--- src/rtl/drac_arb_pkg.sv ---
// Shared definitions for the DDR3 user-port arbiter: bus widths, FSM encoding
// and the same-owner burst counter update.
package drac_arb_pkg;

    localparam int SA_MSB = 33;
    localparam int SA_LSB = 5;
    localparam int DW     = 256;
    localparam int MW     = 32;
    localparam int CW     = 4;

    localparam logic [CW-1:0] CNT_MAX = 4'hF;

    typedef enum logic [1:0] {
        ST_IDLE  = 2'd0,
        ST_ISSUE = 2'd1,
        ST_GAP   = 2'd2
    } state_t;

    // A new owner starts its burst at 1; a repeat grant counts up and saturates.
    function automatic logic [CW-1:0] cnt_next(input logic same_owner,
                                               input logic [CW-1:0] cnt);
        logic [CW-1:0] nxt;
        nxt = 4'd1;
        if (same_owner) begin
            nxt = (cnt == CNT_MAX) ? CNT_MAX : cnt + 4'd1;
        end
        return nxt;
    endfunction

endpackage

--- src/rtl/drac_arb_if.sv ---
// One DDR3 user-port style link: request/address/data/mask from the master,
// read data and completion strobe back from the slave.
interface drac_arb_if;

    logic                                              rd;
    logic                                              wr;
    logic [drac_arb_pkg::SA_MSB:drac_arb_pkg::SA_LSB]  a;
    logic [drac_arb_pkg::DW-1:0]                       wdat;
    logic [drac_arb_pkg::MW-1:0]                       msk;
    logic [drac_arb_pkg::DW-1:0]                       rdat;
    logic                                              rdy;

    modport master (
        output rd, wr, a, wdat, msk,
        input  rdat, rdy
    );

    modport slave (
        input  rd, wr, a, wdat, msk,
        output rdat, rdy
    );

endinterface

--- src/rtl/drac_arb_pick.sv ---
// Combinational two-way pick: a lone requester always wins; on a tie the
// current owner keeps the port until its burst count reaches BURST.
module drac_arb_pick
    import drac_arb_pkg::*;
#(
    parameter int BURST = 4
) (
    input  logic          i_req0,
    input  logic          i_req1,
    input  logic          i_owner,
    input  logic [CW-1:0] i_cnt,
    output logic          o_gnt_valid,
    output logic          o_gnt_port
);

    localparam logic [CW-1:0] BURST_C = CW'(BURST);

    always_comb begin
        o_gnt_valid = i_req0 | i_req1;
        o_gnt_port  = 1'b0;
        if (i_req0 && i_req1) begin
            o_gnt_port = (i_cnt < BURST_C) ? i_owner : ~i_owner;
        end else if (i_req1) begin
            o_gnt_port = 1'b1;
        end
    end

endmodule

--- src/rtl/drac_arb.sv ---
// Two-requester arbiter in front of the drac_ddr3 user port: one transaction
// at a time, registered downstream request, completion steered to the owner.
//
//   state    | meaning
//   ---------+-----------------------------------------------------------
//   ST_IDLE  | no transaction; pick a requester and load the downstream
//   ST_ISSUE | downstream request held until srdy
//   ST_GAP   | one dead cycle after completion; requests ignored
module drac_arb
    import drac_arb_pkg::*;
#(
    parameter int BURST = 4
) (
    input  logic        ckdr,
    input  logic        reset,
    drac_arb_if.slave   m0,
    drac_arb_if.slave   m1,
    drac_arb_if.master  s,
    output logic        busy,
    output logic        owner,
    output logic        proto_err
);

    localparam logic [CW-1:0] BURST_C = CW'(BURST);

    state_t                r_state;
    logic                  r_owner;
    logic [CW-1:0]         r_cnt;
    logic                  r_srd;
    logic                  r_swr;
    logic [SA_MSB:SA_LSB]  r_sa;
    logic [DW-1:0]         r_swdat;
    logic [MW-1:0]         r_smsk;
    logic                  r_err;

    logic                  w_req0;
    logic                  w_req1;
    logic                  w_gnt_valid;
    logic                  w_gnt_port;
    logic                  w_sel_rd;
    logic                  w_sel_wr;
    logic [SA_MSB:SA_LSB]  w_sel_a;
    logic [DW-1:0]         w_sel_wdat;
    logic [MW-1:0]         w_sel_msk;

    assign w_req0 = m0.rd | m0.wr;
    assign w_req1 = m1.rd | m1.wr;

    drac_arb_pick #(
        .BURST (BURST)
    ) u_pick (
        .i_req0      (w_req0),
        .i_req1      (w_req1),
        .i_owner     (r_owner),
        .i_cnt       (r_cnt),
        .o_gnt_valid (w_gnt_valid),
        .o_gnt_port  (w_gnt_port)
    );

    assign w_sel_rd   = w_gnt_port ? m1.rd   : m0.rd;
    assign w_sel_wr   = w_gnt_port ? m1.wr   : m0.wr;
    assign w_sel_a    = w_gnt_port ? m1.a    : m0.a;
    assign w_sel_wdat = w_gnt_port ? m1.wdat : m0.wdat;
    assign w_sel_msk  = w_gnt_port ? m1.msk  : m0.msk;

    always_ff @(posedge ckdr or posedge reset) begin
        if (reset) begin
            r_state <= ST_IDLE;
            r_owner <= 1'b1;
            r_cnt   <= BURST_C;
            r_srd   <= 1'b0;
            r_swr   <= 1'b0;
            r_sa    <= '0;
            r_swdat <= '0;
            r_smsk  <= '0;
            r_err   <= 1'b0;
        end else begin
            case (r_state)
                ST_IDLE: begin
                    if (s.rdy) begin
                        r_err <= 1'b1;
                    end
                    if (w_gnt_valid) begin
                        r_sa    <= w_sel_a;
                        r_swdat <= w_sel_wdat;
                        r_smsk  <= w_sel_msk;
                        // rd and wr together is a contract breach: issue as a read
                        r_srd   <= w_sel_rd;
                        r_swr   <= w_sel_wr & ~w_sel_rd;
                        if (w_sel_rd && w_sel_wr) begin
                            r_err <= 1'b1;
                        end
                        r_owner <= w_gnt_port;
                        r_cnt   <= cnt_next(w_gnt_port == r_owner, r_cnt);
                        r_state <= ST_ISSUE;
                    end
                end
                ST_ISSUE: begin
                    if (s.rdy) begin
                        r_srd   <= 1'b0;
                        r_swr   <= 1'b0;
                        r_state <= ST_GAP;
                    end
                end
                ST_GAP: begin
                    if (s.rdy) begin
                        r_err <= 1'b1;
                    end
                    r_state <= ST_IDLE;
                end
                default: begin
                    r_srd   <= 1'b0;
                    r_swr   <= 1'b0;
                    r_state <= ST_IDLE;
                end
            endcase
        end
    end

    assign s.rd    = r_srd;
    assign s.wr    = r_swr;
    assign s.a     = r_sa;
    assign s.wdat  = r_swdat;
    assign s.msk   = r_smsk;

    // Read data is broadcast; only the strobe identifies the owner.
    assign m0.rdat = s.rdat;
    assign m1.rdat = s.rdat;
    assign m0.rdy  = s.rdy & (r_state == ST_ISSUE) & ~r_owner;
    assign m1.rdy  = s.rdy & (r_state == ST_ISSUE) &  r_owner;

    assign busy      = (r_state != ST_IDLE);
    assign owner     = r_owner;
    assign proto_err = r_err;

endmodule

--- src/flat_wrapper.sv ---
// flat-port wrapper written by rule: the top's interface ports become plain ports
module drac_arb_flat import drac_arb_pkg::*;
#(
    parameter int BURST = 4
)
  (ckdr, reset, busy, owner, proto_err, m0_rd, m0_wr, m0_a, m0_wdat, m0_msk, m0_rdat, m0_rdy, m1_rd, m1_wr, m1_a, m1_wdat, m1_msk, m1_rdat, m1_rdy, s_rd, s_wr, s_a, s_wdat, s_msk, s_rdat, s_rdy);
  drac_arb_if m0_i ();
  drac_arb_if m1_i ();
  drac_arb_if s_i ();
  input  logic ckdr;
  input  logic reset;
  output logic busy;
  output logic owner;
  output logic proto_err;
  input wire logic [$bits(m0_i.rd)-1:0] m0_rd;
  input wire logic [$bits(m0_i.wr)-1:0] m0_wr;
  input wire logic [$bits(m0_i.a)-1:0] m0_a;
  input wire logic [$bits(m0_i.wdat)-1:0] m0_wdat;
  input wire logic [$bits(m0_i.msk)-1:0] m0_msk;
  output wire logic [$bits(m0_i.rdat)-1:0] m0_rdat;
  output wire logic [$bits(m0_i.rdy)-1:0] m0_rdy;
  input wire logic [$bits(m1_i.rd)-1:0] m1_rd;
  input wire logic [$bits(m1_i.wr)-1:0] m1_wr;
  input wire logic [$bits(m1_i.a)-1:0] m1_a;
  input wire logic [$bits(m1_i.wdat)-1:0] m1_wdat;
  input wire logic [$bits(m1_i.msk)-1:0] m1_msk;
  output wire logic [$bits(m1_i.rdat)-1:0] m1_rdat;
  output wire logic [$bits(m1_i.rdy)-1:0] m1_rdy;
  output wire logic [$bits(s_i.rd)-1:0] s_rd;
  output wire logic [$bits(s_i.wr)-1:0] s_wr;
  output wire logic [$bits(s_i.a)-1:0] s_a;
  output wire logic [$bits(s_i.wdat)-1:0] s_wdat;
  output wire logic [$bits(s_i.msk)-1:0] s_msk;
  input wire logic [$bits(s_i.rdat)-1:0] s_rdat;
  input wire logic [$bits(s_i.rdy)-1:0] s_rdy;
  assign m0_i.rd = m0_rd;
  assign m0_i.wr = m0_wr;
  assign m0_i.a = m0_a;
  assign m0_i.wdat = m0_wdat;
  assign m0_i.msk = m0_msk;
  assign m0_rdat = m0_i.rdat;
  assign m0_rdy = m0_i.rdy;
  assign m1_i.rd = m1_rd;
  assign m1_i.wr = m1_wr;
  assign m1_i.a = m1_a;
  assign m1_i.wdat = m1_wdat;
  assign m1_i.msk = m1_msk;
  assign m1_rdat = m1_i.rdat;
  assign m1_rdy = m1_i.rdy;
  assign s_rd = s_i.rd;
  assign s_wr = s_i.wr;
  assign s_a = s_i.a;
  assign s_wdat = s_i.wdat;
  assign s_msk = s_i.msk;
  assign s_i.rdat = s_rdat;
  assign s_i.rdy = s_rdy;
  drac_arb #(.BURST(BURST)) u_core (.ckdr(ckdr), .reset(reset), .m0(m0_i), .m1(m1_i), .s(s_i), .busy(busy), .owner(owner), .proto_err(proto_err));
endmodule
--- config.mk ---
export PLATFORM = sky130hd
export DESIGN_NAME = drac_arb_flat
export DESIGN_NICKNAME = d
export VERILOG_FILES = /design/src/rtl/drac_arb_pkg.sv /design/src/rtl/drac_arb_if.sv /design/src/rtl/drac_arb_pick.sv /design/src/rtl/drac_arb.sv /design/src/flat_wrapper.sv
export SDC_FILE = /design/constraint.sdc
export NUM_CORES = 1
export LEC_CHECK = 0
export ABC_AREA = 0
export BUFFER_PORTS_ARGS = -buffer_cell sky130_fd_sc_hd__buf_2
export CORE_AREA = 2 2 674 676
export CTS_BUF_LIST = sky130_fd_sc_hd__clkbuf_16
export CTS_CLUSTER_DIAMETER = 50
export DETAILED_ROUTE_END_ITERATION = 10
export DIE_AREA = 0 0 676 678
export HOLD_SLACK_MARGIN = 0.08
export SYNTH_ARGS = -nofsm -noshare
export SYNTH_HDL_FRONTEND = slang
export SYNTH_SLANG_ARGS = --single-unit
--- constraint.sdc ---
create_clock -name ckdr -period 14.3 [get_ports ckdr]
set_input_delay 2.145 -clock ckdr [delete_from_list [all_inputs] [get_ports ckdr]]
set_output_delay 2.145 -clock ckdr [all_outputs]
set_load 0.02 [all_outputs]
# After elaboration in Yosys (flattened, before gate mapping)
# Index checks and enable logic that the tools add are counted.
[word_totals] ff_bits=327 inputBits=897 elab_cells=57
[op_classes] addsub=1 magnitude_cmp=1 eq_ne=6 n_mux=22 bitwise=10 n_reduce_logical=8
[op_table] op="$mux W256" count=1
[op_table] op="$mux W32" count=1
[op_table] op="$mux W29" count=1
[op_table] op="$mux W1" count=11
[op_table] op="$mux W4" count=2
[op_table] op="$pmux W1 S3" count=2
[op_table] op="$add A4 B1 Y4 const B" count=1
[op_table] op="$and A1 B1 Y1" count=4
[op_table] op="$eq A4 B4 Y1 const B" count=1
[op_table] op="$lt A4 B3 Y1 const B" count=1
[op_table] op="$mux W2" count=2
[op_table] op="$ne A2 B2 Y1 const B" count=2
[op_table] op="$pmux W2 S2" count=1
[op_table] op="$reduce_and A2 Y1" count=2
[op_table] op="$reduce_bool A2 Y1" count=2
[op_table] op="$not A1 Y1" count=3
[op_table] op="$or A1 B1 Y1" count=3
[op_table] op="$reduce_and A3 Y1" count=1
[op_table] op="$eq A2 B1 Y1 const B" count=1
[op_table] op="$eq A2 B2 Y1 const B" count=1
[op_table] op="$logic_and A1 B1 Y1" count=2
[op_table] op="$logic_not A2 Y1" count=1
[op_table] op="$pmux W1 S2" count=1
[op_table] op="$eq A1 B1 Y1" count=1

# Depth between registers and ports, before layout
# Gate-level depths: netlist of the first run.
[logic_depth] depth_word=8 ltp_mapped=8

# By module
# Synthesis of the first run repeated with hierarchy kept, for this count alone.
[hier_totals] cells_unflattened=1945 hier_area_um2=18987.0
[modules_own_cells] module="drac_arb" instances=1 cells_each=1941 area_per_inst_um2=18956.9 seq_area_each_um2=8185.4
[modules_own_cells] module="drac_arb_pick" instances=1 cells_each=4 area_per_inst_um2=30.0 seq_area_each_um2=0.0

# Worst setup path after synthesis of the first run
# OpenSTA, ideal clock, no wires.
[synth_timing] path_type="input-to-output" from="input s_rdy" to="output m0_rdy" arrival_ns=2.731 required_ns=12.155 path_slack_ns=9.424 path_stages=2 n_path_buf=0 path_cell_list="nor3b_1 > nor2b_1"
[synth_between] elab_chain_len=2
[synth_lines] element="start: declaration" line_no="flat_wrapper.sv:35" source="input wire logic [$bits(s_i.rdy)-1:0] s_rdy;"
[synth_lines] element="$and A1 B1 Y1 (2 in a row)" line_no="drac_arb.sv:129" source="assign m0.rdy = s.rdy & (r_state == ST_ISSUE) & ~r_owner;"
[synth_lines] element="end: declaration" line_no="flat_wrapper.sv:21" source="output wire logic [$bits(m0_i.rdy)-1:0] m0_rdy;"
# Every way passes these cells.

# Worst setup path in the final report of the first run
[layout_timing] from="input s_rdy" to="output m1_rdy"
[layout_between] elab_chain_len=2
[layout_lines] element="$and A1 B1 Y1 (2 in a row)" line_no="drac_arb.sv:130" source="assign m1.rdy = s.rdy & (r_state == ST_ISSUE) & r_owner;"
[layout_lines] element="end: declaration" line_no="flat_wrapper.sv:28" source="output wire logic [$bits(m1_i.rdy)-1:0] m1_rdy;"
# Every way passes these cells.

==> flow_metrics.tcl, run 1 <==
set metrics [dict create \
    worst_pin_slew_ns 1.390 \
    vias 22960 \
    cts_buffer_depth 4 \
    io_pins 1733 \
    dieHeight_um 678 \
    grt_overflow 0 \
    cts_root_buffer "clkbuf_16" \
    wl_mm 325.2 \
    yosys-top-cells-area "dfrtp_1 41%, buf_4 20%, a31oi_1 10%, a21oi_1 8.2%, o21ai_0 7.0%" \
    synth_area_um2 19680 \
    cts_setup_buffers 0 \
    end_kind "output port" \
    hold_buffers 0 \
    first_pass_iters 8 \
    wl_per_cell_um 36.90 \
    drt_iter0_markers 2355 \
    finalCriticalPeriod_ns 5.205 \
    p_per_area_nw_per_um2 268.5 \
    grt_pass1_wl_mm 368.9 \
    arrival_ns 3.06 \
    fin_setup_tns_ns 0 \
    cts_made_buffers 70 \
    synth_top_cell_area_share_pct 41.32 \
    synth-seq-area-share_pct 41.59 \
    finClkSkew_ns 0.04689 \
    start_kind "input pin" \
    slowest_delay_ns 0.33 \
    syn_avg_cell_area_um2 8.293 \
    clk_latency_ns 0.80 \
    postPlaceCellArea_um2 27540 \
    path_class "in -> out" \
    design.core.area_um2 451200 \
    synthCells 2373 \
    cp_data_required_time_ns 12.15 \
    syn_to_final_growth_pct 51.88 \
    total_power_mw 8.025 \
    yosys_register_bits 327 \
    hold_path.class "reg -> reg" \
    async_flop_share_pct 100.0 \
    syn_nets 3271 \
    finalSetupViolCount 0 \
    utilization_pct 6.624 \
    cp_max_fo 4 \
    gp_congestion 0.9706 \
    finalHoldViolCount 0 \
    outcome "finished clean" \
    hold_ws_ns 0.5085 \
    start_util_pct 4.362 \
    dp_hpwl_mm 293.4 \
    clock-sinks 327 \
    h-tree-depth 3 \
    vias_per_cell 2.605 \
    whs_path_depth 2 \
    nFillCells 53370 \
    drv_cap 0 \
    slew_viol_final 0 \
    slowest_stage "buf_2" \
    rows 247 \
    p_leak_nw 10.60 \
    rsz0062_at_grt "no" \
    synth_edf_count 0 \
    crit_path_cell_trace "buf_2 -> nor3b_1 -> and2_1 -> buf_2" \
    grt_usage_pct 13.54 \
    first_global_vias 20670 \
    nets 3619 \
    ys.flop_type "dfrtp_1" \
    slew_headroom_pct 6.365 \
    grt_max_degree 125 \
    critPathMostFrequentCell "buf_2" \
    drc 0 \
    drive_gt1_share_pct 40.40 \
    cts_resized 0 \
    antenna_found_initial 178 \
    synth-warning-count 0 \
    synth_cell_type_count 38 \
    max_freq_mhz 192.1 \
    synth_common_cells "515 x buf_4, 325 x dfrtp_1, 321 x a21oi_1" \
    cts_tree "built" \
    period_share_pct 36.40 \
    clk_pin_slew_ns 0.05 \
    ir_drop_uv 141.3 \
    die_area_um2 458300 \
    reg2reg_depth 7 \
    yosysMostFrequentCell "buf_4" \
    ant_nets 0 \
    synth_top_area_cell "dfrtp_1" \
    io_buffers 964 \
    die_width_um 676 \
    final_area_um2 29890 \
]
## worst max-delay path: cells and delay by family
kind,cells,cell delay [ns]
and+or+nand+nor,2,0.43
buffers and inverters,2,0.44
## registers in the layout (all words and copies together) (netlist names)
| name | cells |
|---|---|
| u_core.r_state | 2 |
| u_core.s.a | 29 |
| u_core.r_cnt | 4 |
| u_core.owner | 1 |
| u_core.proto_err | 1 |
| u_core.s.wr | 1 |
| u_core.s.wdat | 256 |
| u_core.s.rd | 1 |
| u_core.s.msk | 32 |
## area by class of cell
type	count	area, um^2	share of cell area (%)
Multi-Input combinational cell	1318	6719	22.48
Clock buffer	70	1752	5.860
Clock inverter	51	430.4	1.440
Sequential cell	327	8185	27.39
Timing Repair Buffer	1001	5140	17.20
Antenna cell	67	167.7	0.5609
Inverter	3	18.77	0.06279
Tap cell	5976	7477	25.02
## path summary, 6_finish.rpt
kind	startpoint	to	slack, ns
worst max-delay path	s_rdy	m1_rdy	9.09
max in group asynchronous	reset	u_core.s.wdat[49]$_DFFE_PP0P_	11.23
worst max register to register	u_core.owner$_DFFE_PP1P_	u_core.s.wdat[226]$_DFFE_PP0P_	9.97
worst min register to register	u_core.proto_err$_DFFE_PP0P_	u_core.proto_err$_DFFE_PP0P_	0.51
min in group asynchronous	reset	u_core.s.msk[3]$_DFFE_PP0P_	1.55
worst min-delay path	u_core.proto_err$_DFFE_PP0P_	u_core.proto_err$_DFFE_PP0P_	0.51
## through the flow
step	instances	setup slack (ns)
4_1_cts	8746	9.005
5_1_grt	8789	8.956
3_3_place_gp	8625	8.672
3_5_place_dp	8625	8.625
2_1_floorplan	2373	3.104
6_report	8813	9.095
## report_power, final
| group | switching [mW] | internal, mW |
|---|---|---|
| clock | 0.657 | 0.971 |
| combinational | 3.72 | 0.965 |
| sequential | 0.298 | 1.41 |
## cell usage in the layout (no fill, tap or decap), types with 2 or more instances in the layout
master      instances
o21ai_1            42
a21oi_1           321
buf_12              3
nand3_1             6
clkbuf_16          70
dfstp_2             2
clkinv_4            6
clkinv_2            9
nand2_1             6
a31oi_1           317
bufinv_16           4
o31ai_1             4
clkinvlp_4          4
inv_8               3
buf_4              34
inv_6              10
nor3_1              3
nor2_1            319
inv_1               6
buf_2             964
diode_2            67
dfrtp_1           325
clkinv_1           11
o21ai_0           277
## logic make-up (layout without fill, tap and decap cells)
group	after synthesis	count (layout)	share of synthesized area, %
AO/OA/AOI/OAI	972	972	27.05
buffers and inverters	728	1125	24.46
AND/OR/NAND/NOR	345	345	6.835
flip-flops	327	327	41.59
adder cells (fa/ha/maj)	1	1	0.06357
other	0	67	0
## layer usage
layer	global-route usage, %	vias up	part of all wire [%]
met1	9.336	10740	24
met2	20.50	2587	43
met3	15.54	899	25
met5	1.021	-	0.49
li1	-	8607	-
met4	9.228	130	8.5
No activity file was read; power rests on OpenSTA's default activity.
==> run 2, diff against run 1 <==
CORE_AREA = 2 2 671 673   (was 2 2 674 676)
DIE_AREA = 0 0 673 675   (was 0 0 676 678)
clock period = 4.7 ns   (was 14.3 ns; I/O delays follow)
==> run 2 against run 1 <==
Against the previous run: core utilization rose by 0.19 points; count of clock-buffer cells in the layout rose by 6; clock power rose to 3.3 times the previous value; global-route usage rose by 0.52 points; first-iteration DRC count rose by 4.5%; via count fell by 0.27%; worst hold slack got worse by 0.33 ns; power rose to 3.2 times the previous value.
==> flow_metrics.tcl, run 2 (same netlist as run 1, synthesis figures left out) <==
set metrics [dict create \
    outcome "finished clean" \
    cp_top_family "compound AO/OA/AOI/OAI gates" \
    slowest_stage "dfstp_2" \
    dieHeight_um 675 \
    wl_mm 335.1 \
    vias 22900 \
    ant_nets 0 \
    first_pass_iters 7 \
    dp_slack_ns 1.663 \
    io_pins 1733 \
    cp_data_required_time_ns 5.41 \
    worst_slack_ns 1.764 \
    utilization_pct 6.817 \
    clock-sinks 327 \
    layout_commonest_cell "buf_2" \
    first_global_vias 20060 \
    clk_latency_ns 0.78 \
    mostFrequentLayoutCells "964 x buf_2, 325 x dfrtp_1, 321 x a21oi_1" \
    slowest_delay_ns 0.76 \
    nets 3646 \
    grt_max_degree 172 \
    cts_buffer_depth 4 \
    worst-path-buf-inv 1 \
    vias_per_cell 2.596 \
    drt_iter0_markers 2461 \
    largest_reg_flops 256 \
    io_buffers 964 \
    gp_congestion 0.9678 \
    cp_max_fo 165 \
    postPlaceCellArea_um2 27700 \
    dp_hpwl_mm 301.4 \
    final_area_um2 30490 \
    h-tree-depth 3 \
    start_kind "flop" \
    die_area_um2 454300 \
    cts_tree "built" \
    hold_path.class "in -> reg" \
    grt_usage_pct 14.06 \
    nFillCells 52640 \
    finalCriticalPeriod_ns 2.936 \
    hold_ws_ns 0.1781 \
    syn_to_final_growth_pct 54.92 \
    p_per_area_nw_per_um2 831.2 \
    arrival_ns 3.65 \
    place_inst 8606 \
    critPathMostFrequentCell "o21ai_0" \
    ir_drop_uv 640.5 \
    finalHoldViolCount 0 \
    cts_made_buffers 75 \
    finClkSkew_ns 0.05386 \
    drive_gt1_share_pct 40.61 \
    slew_headroom_pct 26.87 \
    path_class "reg -> reg" \
    slew_viol_final 0 \
    finalNonFillerCells 8819 \
    rows 246 \
    worst_pin_slew_ns 1.097 \
    wl_per_cell_um 38.00 \
    clk_pin_slew_ns 0.06 \
    end_kind "flop" \
    rsz0062_at_grt "no" \
    grt_pass1_wl_mm 377.4 \
    crit_path_cell_trace "o21ai_0 -> a21oi_4 -> buf_12 -> o21ai_0 -> a21oi_1" \
    max_freq_mhz 340.6 \
    antenna_found_initial 194 \
    finalSetupViolCount 0 \
    period_share_pct 62.48 \
    grt_overflow 0 \
    drv_cap 0 \
    p_leak_nw 10.87 \
    cts_root_buffer "clkbuf_16" \
    die_width_um 673 \
    start_util_pct 4.400 \
    design.core.area_um2 447200 \
    drc 0 \
]
run 2: worst register-to-register path, cell delays in order (launching register included):
cell and delay (ns):
dfstp_2 0.76, o21ai_0 0.36, a21oi_4 0.28, buf_12 0.53, o21ai_0 0.67, a21oi_1 0.26
run 2: cell type report:
| class | instances | area (um^2) | share of cell area (%) |
|---|---|---|---|
| antenna | 67 | 167.7 | 0.5499 |
| clock buffer | 76 | 1902 | 6.238 |
| clock inverter | 53 | 548.0 | 1.798 |
| inverter | 3 | 15.01 | 0.04925 |
| multi-input combinational | 1318 | 6713 | 22.02 |
| sequential | 327 | 8185 | 26.85 |
| tap | 5952 | 7447 | 24.43 |
| timing repair buffer | 1023 | 5510 | 18.07 |
run 2: worst paths after layout:
check | start | endpoint | cells past startpoint | slack, ns
setup reg to reg | u_core.owner$_DFFE_PP1P_ | u_core.s.wdat[85]$_DFFE_PP0P_ | 5 | 1.76
setup / recovery | u_core.owner$_DFFE_PP1P_ | u_core.s.wdat[85]$_DFFE_PP0P_ | 5 | 1.76
hold reg to reg | u_core.s.rd$_DFFE_PP0P_ | u_core.s.rd$_DFFE_PP0P_ | 2 | 0.51
hold / removal | m0_a[4] | u_core.s.a[9]$_DFFE_PP0P_ | 3 | 0.18
max in group asynchronous | reset | u_core.s.wdat[14]$_DFFE_PP0P_ | 5 | 2.85
min in group asynchronous | reset | u_core.s.wdat[124]$_DFFE_PP0P_ | 3 | 0.51
run 2: routing by layer:
metal	up-vias	global-route usage [%]	routed length, um
met3	936	17.13	88380
li1	8667	-	-
met1	10560	9.613	77220
met5	-	0.9035	1588
met4	148	9.520	28410
met2	2589	20.73	139500
run 2: timing repair:
| item | in CTS | in global routing |
|---|---|---|
| endpoints found under the hold margin | 30 | 0 |
| resized for setup | 0 | 0 |
| setup buffers | 0 | 0 |
| setup endpoints to repair | 0 | 0 |
| hold buffers | 17 | 0 |
run 2: per-stage QoR:
stage	setup TNS [ns]	total power, mW
after floorplan	-119.62	11.98
after global placement	0	20.07
after detailed placement	0	20.19
after CTS	0	25.83
after global routing	0	26.71
final	0	25.34
run 2: where the power goes:
group / internal, mW / switching (mW)
sequential: 4.30 / 0.839
combinational: 3.05 / 11.7
clock: 3.39 / 2.05
total: 10.7 / 14.6
